File: src/rtl/serial_pattern_tx.sv
// Serial pattern transmitter: shifts a captured pattern out MSB-first on o_x,
// with optional seamless repetition, abort, and a one-cycle done pulse.
module serial_pattern_tx #(
   parameter int WIDTH = 8,
   parameter int LW    = $clog2(WIDTH + 1)
) (
   input  logic             i_clk,
   input  logic             i_rst,
   input  logic             i_load,
   input  logic [WIDTH-1:0] i_data_in,
   input  logic [LW-1:0]    i_len,
   input  logic             i_repeat_en,
   input  logic             i_stop,
   output logic             o_x,
   output logic             o_x_valid,
   output logic             o_busy,
   output logic             o_done,
   output logic [LW-1:0]    o_bit_idx
);

   typedef enum logic [1:0] {S_IDLE, S_SEND, S_DONE} state_t;

   localparam logic [LW-1:0] L_ONE   = LW'(1);
   localparam logic [LW-1:0] L_WIDTH = LW'(WIDTH);

   state_t           r_state, w_next;
   logic [WIDTH-1:0] r_shadow, w_shadow;
   logic [LW-1:0]    r_len, w_len;
   logic [LW-1:0]    r_bit_idx, w_bit_idx;
   logic             r_x, r_x_valid, r_busy, r_done;
   logic             w_x, w_x_valid, w_busy, w_done;
   logic [LW-1:0]    w_len_eff;
   logic             w_last;
   logic [WIDTH-1:0] w_sel_src, w_shift;
   logic [LW-1:0]    w_sel_idx;

   // Out-of-range lengths fall back to the full register width.
   assign w_len_eff = (i_len == '0 || i_len > L_WIDTH) ? L_WIDTH : i_len;
   assign w_last    = (r_bit_idx == '0);

   // Bit select by shift keeps the index width independent of WIDTH.
   assign w_shift = w_sel_src >> w_sel_idx;
   assign w_x     = w_x_valid & w_shift[0];

   always_ff @(posedge i_clk or posedge i_rst) begin
      if (i_rst) r_state <= S_IDLE;
      else       r_state <= w_next;
   end

   always_comb begin
      w_next = r_state;
      case (r_state)
         S_IDLE:  if (i_load) w_next = S_SEND;
         S_SEND: begin
            if (i_stop)                     w_next = S_IDLE;
            else if (w_last && !i_repeat_en) w_next = S_DONE;
         end
         S_DONE:  w_next = S_IDLE;
         default: w_next = S_IDLE;
      endcase
   end

   always_comb begin
      w_shadow  = r_shadow;
      w_len     = r_len;
      w_bit_idx = '0;
      w_x_valid = 1'b0;
      w_done    = 1'b0;
      w_sel_src = r_shadow;
      w_sel_idx = '0;
      w_busy    = (w_next != S_IDLE);
      case (r_state)
         S_IDLE: begin
            if (i_load) begin
               w_shadow  = i_data_in;
               w_len     = w_len_eff;
               w_sel_src = i_data_in;
               w_sel_idx = w_len_eff - L_ONE;
               w_bit_idx = w_len_eff - L_ONE;
               w_x_valid = 1'b1;
            end
         end
         S_SEND: begin
            // Stop wins over both the next bit and a pending repeat.
            if (!i_stop) begin
               if (!w_last) begin
                  w_sel_idx = r_bit_idx - L_ONE;
                  w_bit_idx = r_bit_idx - L_ONE;
                  w_x_valid = 1'b1;
               end else if (i_repeat_en) begin
                  w_sel_idx = r_len - L_ONE;
                  w_bit_idx = r_len - L_ONE;
                  w_x_valid = 1'b1;
               end else begin
                  w_done = 1'b1;
               end
            end
         end
         default: ;
      endcase
   end

   always_ff @(posedge i_clk or posedge i_rst) begin
      if (i_rst) begin
         r_shadow  <= '0;
         r_len     <= '0;
         r_bit_idx <= '0;
         r_x       <= 1'b0;
         r_x_valid <= 1'b0;
         r_busy    <= 1'b0;
         r_done    <= 1'b0;
      end else begin
         r_shadow  <= w_shadow;
         r_len     <= w_len;
         r_bit_idx <= w_bit_idx;
         r_x       <= w_x;
         r_x_valid <= w_x_valid;
         r_busy    <= w_busy;
         r_done    <= w_done;
      end
   end

   assign o_x       = r_x;
   assign o_x_valid = r_x_valid;
   assign o_busy    = r_busy;
   assign o_done    = r_done;
   assign o_bit_idx = r_bit_idx;

endmodule

File: config.mk
export PLATFORM = sky130hd
export DESIGN_NAME = serial_pattern_tx
export DESIGN_NICKNAME = d
export VERILOG_FILES = /design/src/rtl/serial_pattern_tx.sv
export SDC_FILE = /design/constraint.sdc
export NUM_CORES = 1
export LEC_CHECK = 0
export CAP_MARGIN = 20
export CORE_ASPECT_RATIO = 1.4
export CORE_MARGIN = 5
export CORE_UTILIZATION = 49
export CTS_CLUSTER_DIAMETER = 50
export DETAILED_ROUTE_END_ITERATION = 6
export PLACE_DENSITY = 0.75
export SYNTH_ARGS = -nofsm -noshare
export SYNTH_HDL_FRONTEND = slang
export SYNTH_SLANG_ARGS = --single-unit
export TNS_END_PERCENT = 10
File: constraint.sdc
create_clock -name i_clk -period 3.3 [get_ports i_clk]
set_input_delay 0.99 -clock i_clk [delete_from_list [all_inputs] [get_ports i_clk]]
set_output_delay 0.99 -clock i_clk [all_outputs]
set_load 0.01 [all_outputs]
==> run summary, run 1 <==
The flow ran to the end, and the final reports show no timing, DRC or antenna violations. The run gives 853 as the via count of the first global-routing pass. For this design, the slowest cell found on the critical path is clkdlybuf4s50_1. TritonCTS built the clock tree. The first global-routing pass estimated 3750 um of wire. The tools report the combinational share of power as 52.0%.

From bottom edge to top edge, the die measures 66.7 um. The effective utilization at floorplan came out at 51.7%. Biggest area consumer among synthesized cells: dfrtp_1. The initial antenna violation count is 0. Yosys instantiated no cell more often than dfrtp_1. The tools report the clock tree skew after final layout as 0.00459 ns. The logs give 2 for the number of buffers on the longest clock path and 0.643 nW for the leakage dissipation. The class of the most critical hold timing path was flip-flop to flip-flop. Across the run, the number of max-cap violations was 0. Summing the sequential cell areas from Yosys gives 48.9% of the chip area.

For the pin with the worst max-slew slack, the measured transition is 0.812 ns. The number of enable flip-flop cells after synthesis works out to 0. For this run, the total global-route usage over all layers was measured as 14.5%. Synthesis produced 102 cells. The finished layout holds 150 standard cells, fillers aside. The final worst setup slack came out at 0.463 ns. Synthesized area per cell: 11.0 sq um. For the DRC violation total after the first TritonRoute iteration, the log shows 16.

The largest fanout on the critical path came out at 6. Dividing total power by cell area gives a power density of 813 nW/um^2. 25 I/O pins were placed. The worst setup path is captured at a flip-flop.

After synthesis, the most frequently instantiated cells are dfrtp_1 (22), nand2_1 (10), inv_1 (8), mux2_2 (8). The largest vdd supply drop is 0.449 mV. From left edge to right edge, the die measures 50.5 um. The tools report the count of warnings emitted by yosys as 0. Entering global routing, the biggest net connects 23 pins.

Setup repair after global routing left no endpoint under its margin. The tools report the number of cell rows as 20. Compared with the post-synthesis result, the final layout area differs by 25.7%. The tools report the overall die area as 3370 sq um. The clock tree root buffer cell was clkbuf_4.

Clock-pin slew was measured on the worst setup and hold paths at 0.11 ns. The part of the total power dissipated in the clock network is 10.2%, and the area fraction of the dominant cell type after synthesis is 48.9%. The DRC violation count after routing was 0. Sorting the synthesized cells by area gives the leading types as dfrtp_1 (49%), mux2_2 (8.0%), ha_1 (4.4%), mux2i_1 (3.6%), nand2_1 (3.3%). Using the TritonRoute via totals, the vias-per-cell ratio works out to 5.52. The max-slew violation count is 0.

The area of the core came out at 2180 sq um. In this design, the stage delay of the slowest critical-path cell is 0.44 ns. The synthesized netlist net count was 123; the final antenna-violating net count was 0. The clock network latency to the later pin of the worst-skew pair was 0.30 ns; the post-layout net count was 151. The tools report the register share of total power as 37.8%. The arrival time at the worst endpoint is 3.04 ns. The number of resized instances in the post-cts repair step is 0. The placed instances occupy a cell area of 1390 sq um. The final count of negative-setup-slack endpoints was 0. The post-route setup TNS is 0 ns, and the average routed wire per standard cell is 14.6 um. Summing every instance area after synthesis gives 1130 sq um. The number of clock sinks seen by CTS was 22; the relative slew slack was 45.8%. After global routing the overflow that remains totals 0. The critical path class is primary input to flip-flop. The count of buffers added on input and output ports is 24. HPWL after detailed placement: 1770 um. Of the cells placed in the final design, the portion with a size suffix greater than 1 is 14.8%. Walking the worst path, the cells encountered are clkdlybuf4s50_1 > nand2b_1 > ha_1 > o22ai_4 > mux2_4 > a221o_1 > o211a_1. The logs give 739 uW for the internal cell power and 2190 um for the wire length reported by the detailed router. The number of antenna diodes in the final layout is 0. Subtracting the final worst setup slack from the clock period gives 2.84 ns. In this run the power spent charging and discharging nets is 412 uW. For the number of iterations in the first detailed-routing pass, the log shows 4. The number of different library cells used by synthesis comes to 33. The finished cells cover 1420 sq um. The tools report the total via count after detailed routing as 828. The congestion estimate from routability-driven global placement came to 0.768. Including well taps, the total number of placed cells is 147. After synthesis the netlist holds a flip-flop and latch count of 22. The level count of the clock H-tree was 1. The achievable frequency came out at 0.353 GHz. In the synthesized netlist the dominant register cell turns out to be dfrtp_1. Counting the fill cells in the layout gives 179. Net switching is 35.8% of the power. Buffers added to address setup during post-CTS repair amount to 0. In the finished design, the share of the clock period the worst path needs comes to 86.0%. Hold is met by 0.508 ns. The number of hold buffers added after CTS was 0.

For this run, asynchronously set or reset flops after synthesis account for 100%. The worst slack at placement is 0.132 ns, and the data required time at the worst endpoint is 3.50 ns. The run gives 0 as the count of final hold-check violations. The worst setup path is launched from a primary input. Buffers inserted during clock tree synthesis total 3.
-- area by class of cell --
type | instances | area (sq um) | share of cell area (%)
repair buffers | 27 | 263 | 18.6
multi-input cells | 68 | 522 | 36.9
clock buffers | 3 | 22.5 | 1.59
flip-flops and latches | 22 | 551 | 38.9
inverters | 8 | 30.0 | 2.12
well taps | 22 | 27.5 | 1.95
-- metrics by stage --
stage	total power, mW	utilization [%]
after floorplan	0.871	-
after global placement	1.02	64.0
after detailed placement	1.05	64.0
after CTS	1.16	65.0
after global routing	1.25	65.0
final	1.15	65.0
-- sequential cells by signal, indices dropped and copies added, names as in the netlist --
name and count:
r_shadow 8, o_done 1, r_state 2, o_busy 1
o_x 1, o_x_valid 1, o_bit_idx 4, r_len 4
-- power by group through the flow --
stage | Clock, mW | Sequential [mW] | Combinational [mW]
after global routing | 0.133 | 0.455 | 0.659
final | 0.117 | 0.435 | 0.598
after detailed placement | 0 | 0.443 | 0.602
after global placement | 0 | 0.437 | 0.582
after CTS | 0.119 | 0.437 | 0.604
after floorplan | 0 | 0.447 | 0.424
-- worst max-delay path: cells and delay by family --
kind / cells / cell delay, ns
compound gates: 3 / 0.74
buf+inv: 1 / 0.44
fa+ha+maj: 1 / 0.34
mux: 1 / 0.33
simple gates: 1 / 0.20
-- metal layers --
layer	GRT usage (%)	part of all wire [%]	up-vias
met2	26.6	57	20
met3	2.24	3.6	2
li1	-	-	404
met4	5.75	0.82	0
met5	0	0	-
met1	16.2	39	402
-- cells by family after synthesis --
logic type	after synthesis	synth area share, %
AOI/OAI and AO/OA	16	10.8
xor gates and xnor gates	3	2.33
adders and majority gates	4	4.44
buffers and inverters	12	4.78
DFF	22	48.9
muxes	14	14.2
and+or+nand+nor	31	14.6
-- final timing paths --
kind | start | end | slack (ns) | cells after the start
worst min register to register | r_shadow[7] | r_shadow[7] | 0.51 | 1
worst min-delay path | r_shadow[7] | r_shadow[7] | 0.51 | 1
worst max register to register | o_bit_idx[0] | o_x | 0.63 | 8
min in group asynchronous | i_rst | r_shadow[6] | 1.13 | 2
worst max-delay path | i_len[3] | o_x | 0.46 | 7
max in group asynchronous | i_rst | r_len[2] | 1.66 | 2
-- cells in the final DEF, fill, tap and decap left out, drive strengths merged --
master,synthesis,routed
a221o,1,1
nand3,1,1
nor3,5,5
xor2,2,2
mux2i,4,4
a22oi,1,1
o211a,1,1
nand2b,5,5
or3,1,1
o22ai,1,1
or2b,2,2
a21oi,3,3
o221ai,1,1
o21a,1,1
o2111ai,1,1
ha,4,4
mux2,10,10
nor3b,1,1
nand2,10,10
nor2,3,3
or3b,2,2
clkbuf,2,3
a22o,1,1
o21ai,5,5
dfrtp,22,22
inv,8,8
xnor2,1,1
and2,1,1
clkdlybuf4s50,0,24
buf,2,3
No activity file was read; power rests on OpenSTA's default activity.
==> run 2, diff against run 1 <==
CORE_UTILIZATION = 44   (was 49)
PLACE_DENSITY = 0.71   (was 0.75)
clock period = 2.5 ns   (was 3.3 ns; I/O delays follow)
==> run 2 against run 1 <==
Die area grew 9.3%. Wire length shrank 1.1%. Cell area grew 7.5%. Cell count grew 14%. Hold slack gained 0.00089 ns. Flip-flop and latch count is the same. Via count grew 1.1%. Non-clock buffer count grew 8. Combinational power grew 44%.
==> run summary, run 2 (synthesis results as in run 1) <==
Area added between synthesis and finish: 35.1%. The class of the most critical hold timing path was flip-flop to flip-flop. The number of port buffers works out to 24 (unchanged). The logs give 837 (+1.1%) for the total via count after detailed routing and 46.6% (-5.1 points) for the effective utilization at floorplan. The logs give 2 (unchanged) for the number of buffers on the longest clock path and 869 (+1.9%) for the via count of the first global-routing pass. The tools report the startpoint type of the worst setup path as a primary input. The run gives 3690 sq um (+9.3%) as the overall die area.

The sum of overflow across all layers after global routing was 0 (unchanged). The largest fanout on the critical path is 2 (-4), and the arrival time at the worst endpoint is 2.63 ns (-0.41 ns). The tools report the number of iterations in the first detailed-routing pass as 4 (unchanged). Final antenna-violating net count: 0 (unchanged).

Ranked by flip-flop count, first place goes to r_shadow. The max-cap check violation count was 0 (unchanged); the mean number of vias per cell was 4.89 (-11%). The ratio of final minimum period to clock period came out at 97.2%. The run gives 3 (unchanged) as the total clock buffers created by CTS.

The number of ports placed on the die boundary was 25 (unchanged); the level count of the clock H-tree was 1 (unchanged). The relative slew slack is 79.3% (+34 points), and the cell area after placement is 1470 sq um (+5.6%). The largest vdd supply drop came out at 0.654 mV (+46%). The logs give 2170 um (-1.1%) for the wire length reported by the detailed router and 0.30 ns (about the same) for the clock network latency to the later pin of the worst-skew pair. HPWL after detailed placement: 1780 um (+0.51%). Flip-flop count of the largest register after layout: 8 (unchanged). The library cell used most frequently in the layout, excluding fill and tap cells, is clkdlybuf4s50_1. The tools report the utilization after layout as 62.9% (-2.1 points).

Floorplan die height: 69.9 um (+4.7%). The slew at the pin with the worst max-slew slack is 0.307 ns (-0.505 ns). The clock transition at the registers of the reported paths works out to 0.11 ns (about the same). The critical path is of the primary input to flip-flop type. The share of layout cells above drive strength 1 is 23.4% (+8.5 points). The tools report the post-layout net count as 159 (+5.3%). The run gives 0 (unchanged) as the DRC violation count after routing. The power density over the cells was 1070 nW/um^2 (+31%); the DRC violation total after the first TritonRoute iteration was 22 (+6).

For the number of setup buffers added after CTS, the log shows 0 (unchanged). For the final count of negative-setup-slack endpoints, the log shows 0 (unchanged). The die outline width is 52.8 um (+4.4%), and the data required time at the worst endpoint is 2.70 ns (-0.80 ns). The worst setup path is captured at a flip-flop. In the layout the commonest cells are clkdlybuf4s50_1 (24), dfrtp_1 (22), buf_4 (11), nand2_1 (10), mux2_2 (8).

The final design area excluding fillers was 1520 sq um (+7.5%). The area of the core is 2420 sq um (+11%). Derived from the worst setup path, the maximum achievable clock frequency is 0.412 GHz. The global-route total usage across every layer came out at 13.5% (-0.97 points). Number of cell rows: 21 (+5.0%). The pin count of the biggest net entering global routing is 23 (unchanged), and the last weighted congestion value of the routability-driven placer is 0.807 (+5.1%). The run gives 0.00646 ns (+0.00187 ns) as the clock tree skew after final layout.

The clock tree root buffer cell was clkbuf_4. The tools report the max-slew violation count as 0 (unchanged). For the leakage dissipation, the log shows 0.688 nW (+7.1%). The initial antenna violation count is 0 (unchanged). The count of non-filler cells in the finished layout came out at 171 (+14%). The number of inserted diodes is 0 (unchanged), and the count of final hold-check violations is 0 (unchanged). The average routed wire per standard cell is 12.7 um (-13%). TritonCTS built the clock tree. The tools report the number of clock sinks seen by CTS as 22 (unchanged).

The time the final worst path needs with I/O delays and setup is 2.43 ns, and the first-pass GRT wire length is 3780 um (+0.75%). The run finished with clean final reports. The run gives 167 (+14%) as the total instance count after detailed placement.
## run 2: critical path, cell delays in order
cell             delay [ns]
clkdlybuf4s50_1        0.47
or2b_1                 0.23
mux2_4                 0.29
o22ai_4                0.13
mux2_4                 0.32
a221o_1                0.31
o211a_1                0.13
## run 2: timing repair
item / CTS / global route
endpoints found under the setup margin: 0 / 1
hold buffers: 0 / 0
resized for setup: 0 / 3
## run 2: path summary, 6_finish.rpt
kind                                    from          end  slack, ns  cells past startpoint
worst max-delay path             i_repeat_en          o_x       0.07                      7
worst min-delay path             r_shadow[0]  r_shadow[0]       0.51                      1
worst max register to register  o_bit_idx[1]          o_x       0.09                      8
worst min register to register   r_shadow[0]  r_shadow[0]       0.51                      1
max in group asynchronous              i_rst  r_shadow[2]       1.52                      3
min in group asynchronous              i_rst    o_x_valid       0.76                      3
## run 2: area by class of cell
class,count,area (sq um)
clock buffers,4,36.3
fillers,201,896
inverters,8,30.0
multi-input cells,68,539
flip-flops and latches,22,551
well taps,34,42.5
repair buffers,35,323
## run 2: per-stage QoR
stage	total power, mW	setup slack [ns]	hold slack (ns)	TNS, ns
global placement	1.42	-0.235	0.475	-0.235
CTS	1.63	0.0225	0.517	0
global route	1.77	-0.00294	0.534	-0.00294
floorplan	1.15	-0.0371	0.459	-0.0371
finish	1.63	0.0702	0.509	0
detailed placement	1.44	-0.298	0.489	-0.298
## run 2: routing by layer
metal  up-vias  global-route usage, %  routed length [um]
met3         2                   1.28                  55
li1        423                      -                   -
met1       393                   16.5                 861
met5         -                      0                   0
met2        19                   23.6                1230
met4         0                   5.11                  23
## run 2: where the power goes
group	internal (mW)	total, mW	switching, mW
registers	0.498	0.572	0.0735
logic	0.485	0.864	0.379
clock network	0.0888	0.191	0.102
total	1.07	1.63	0.555
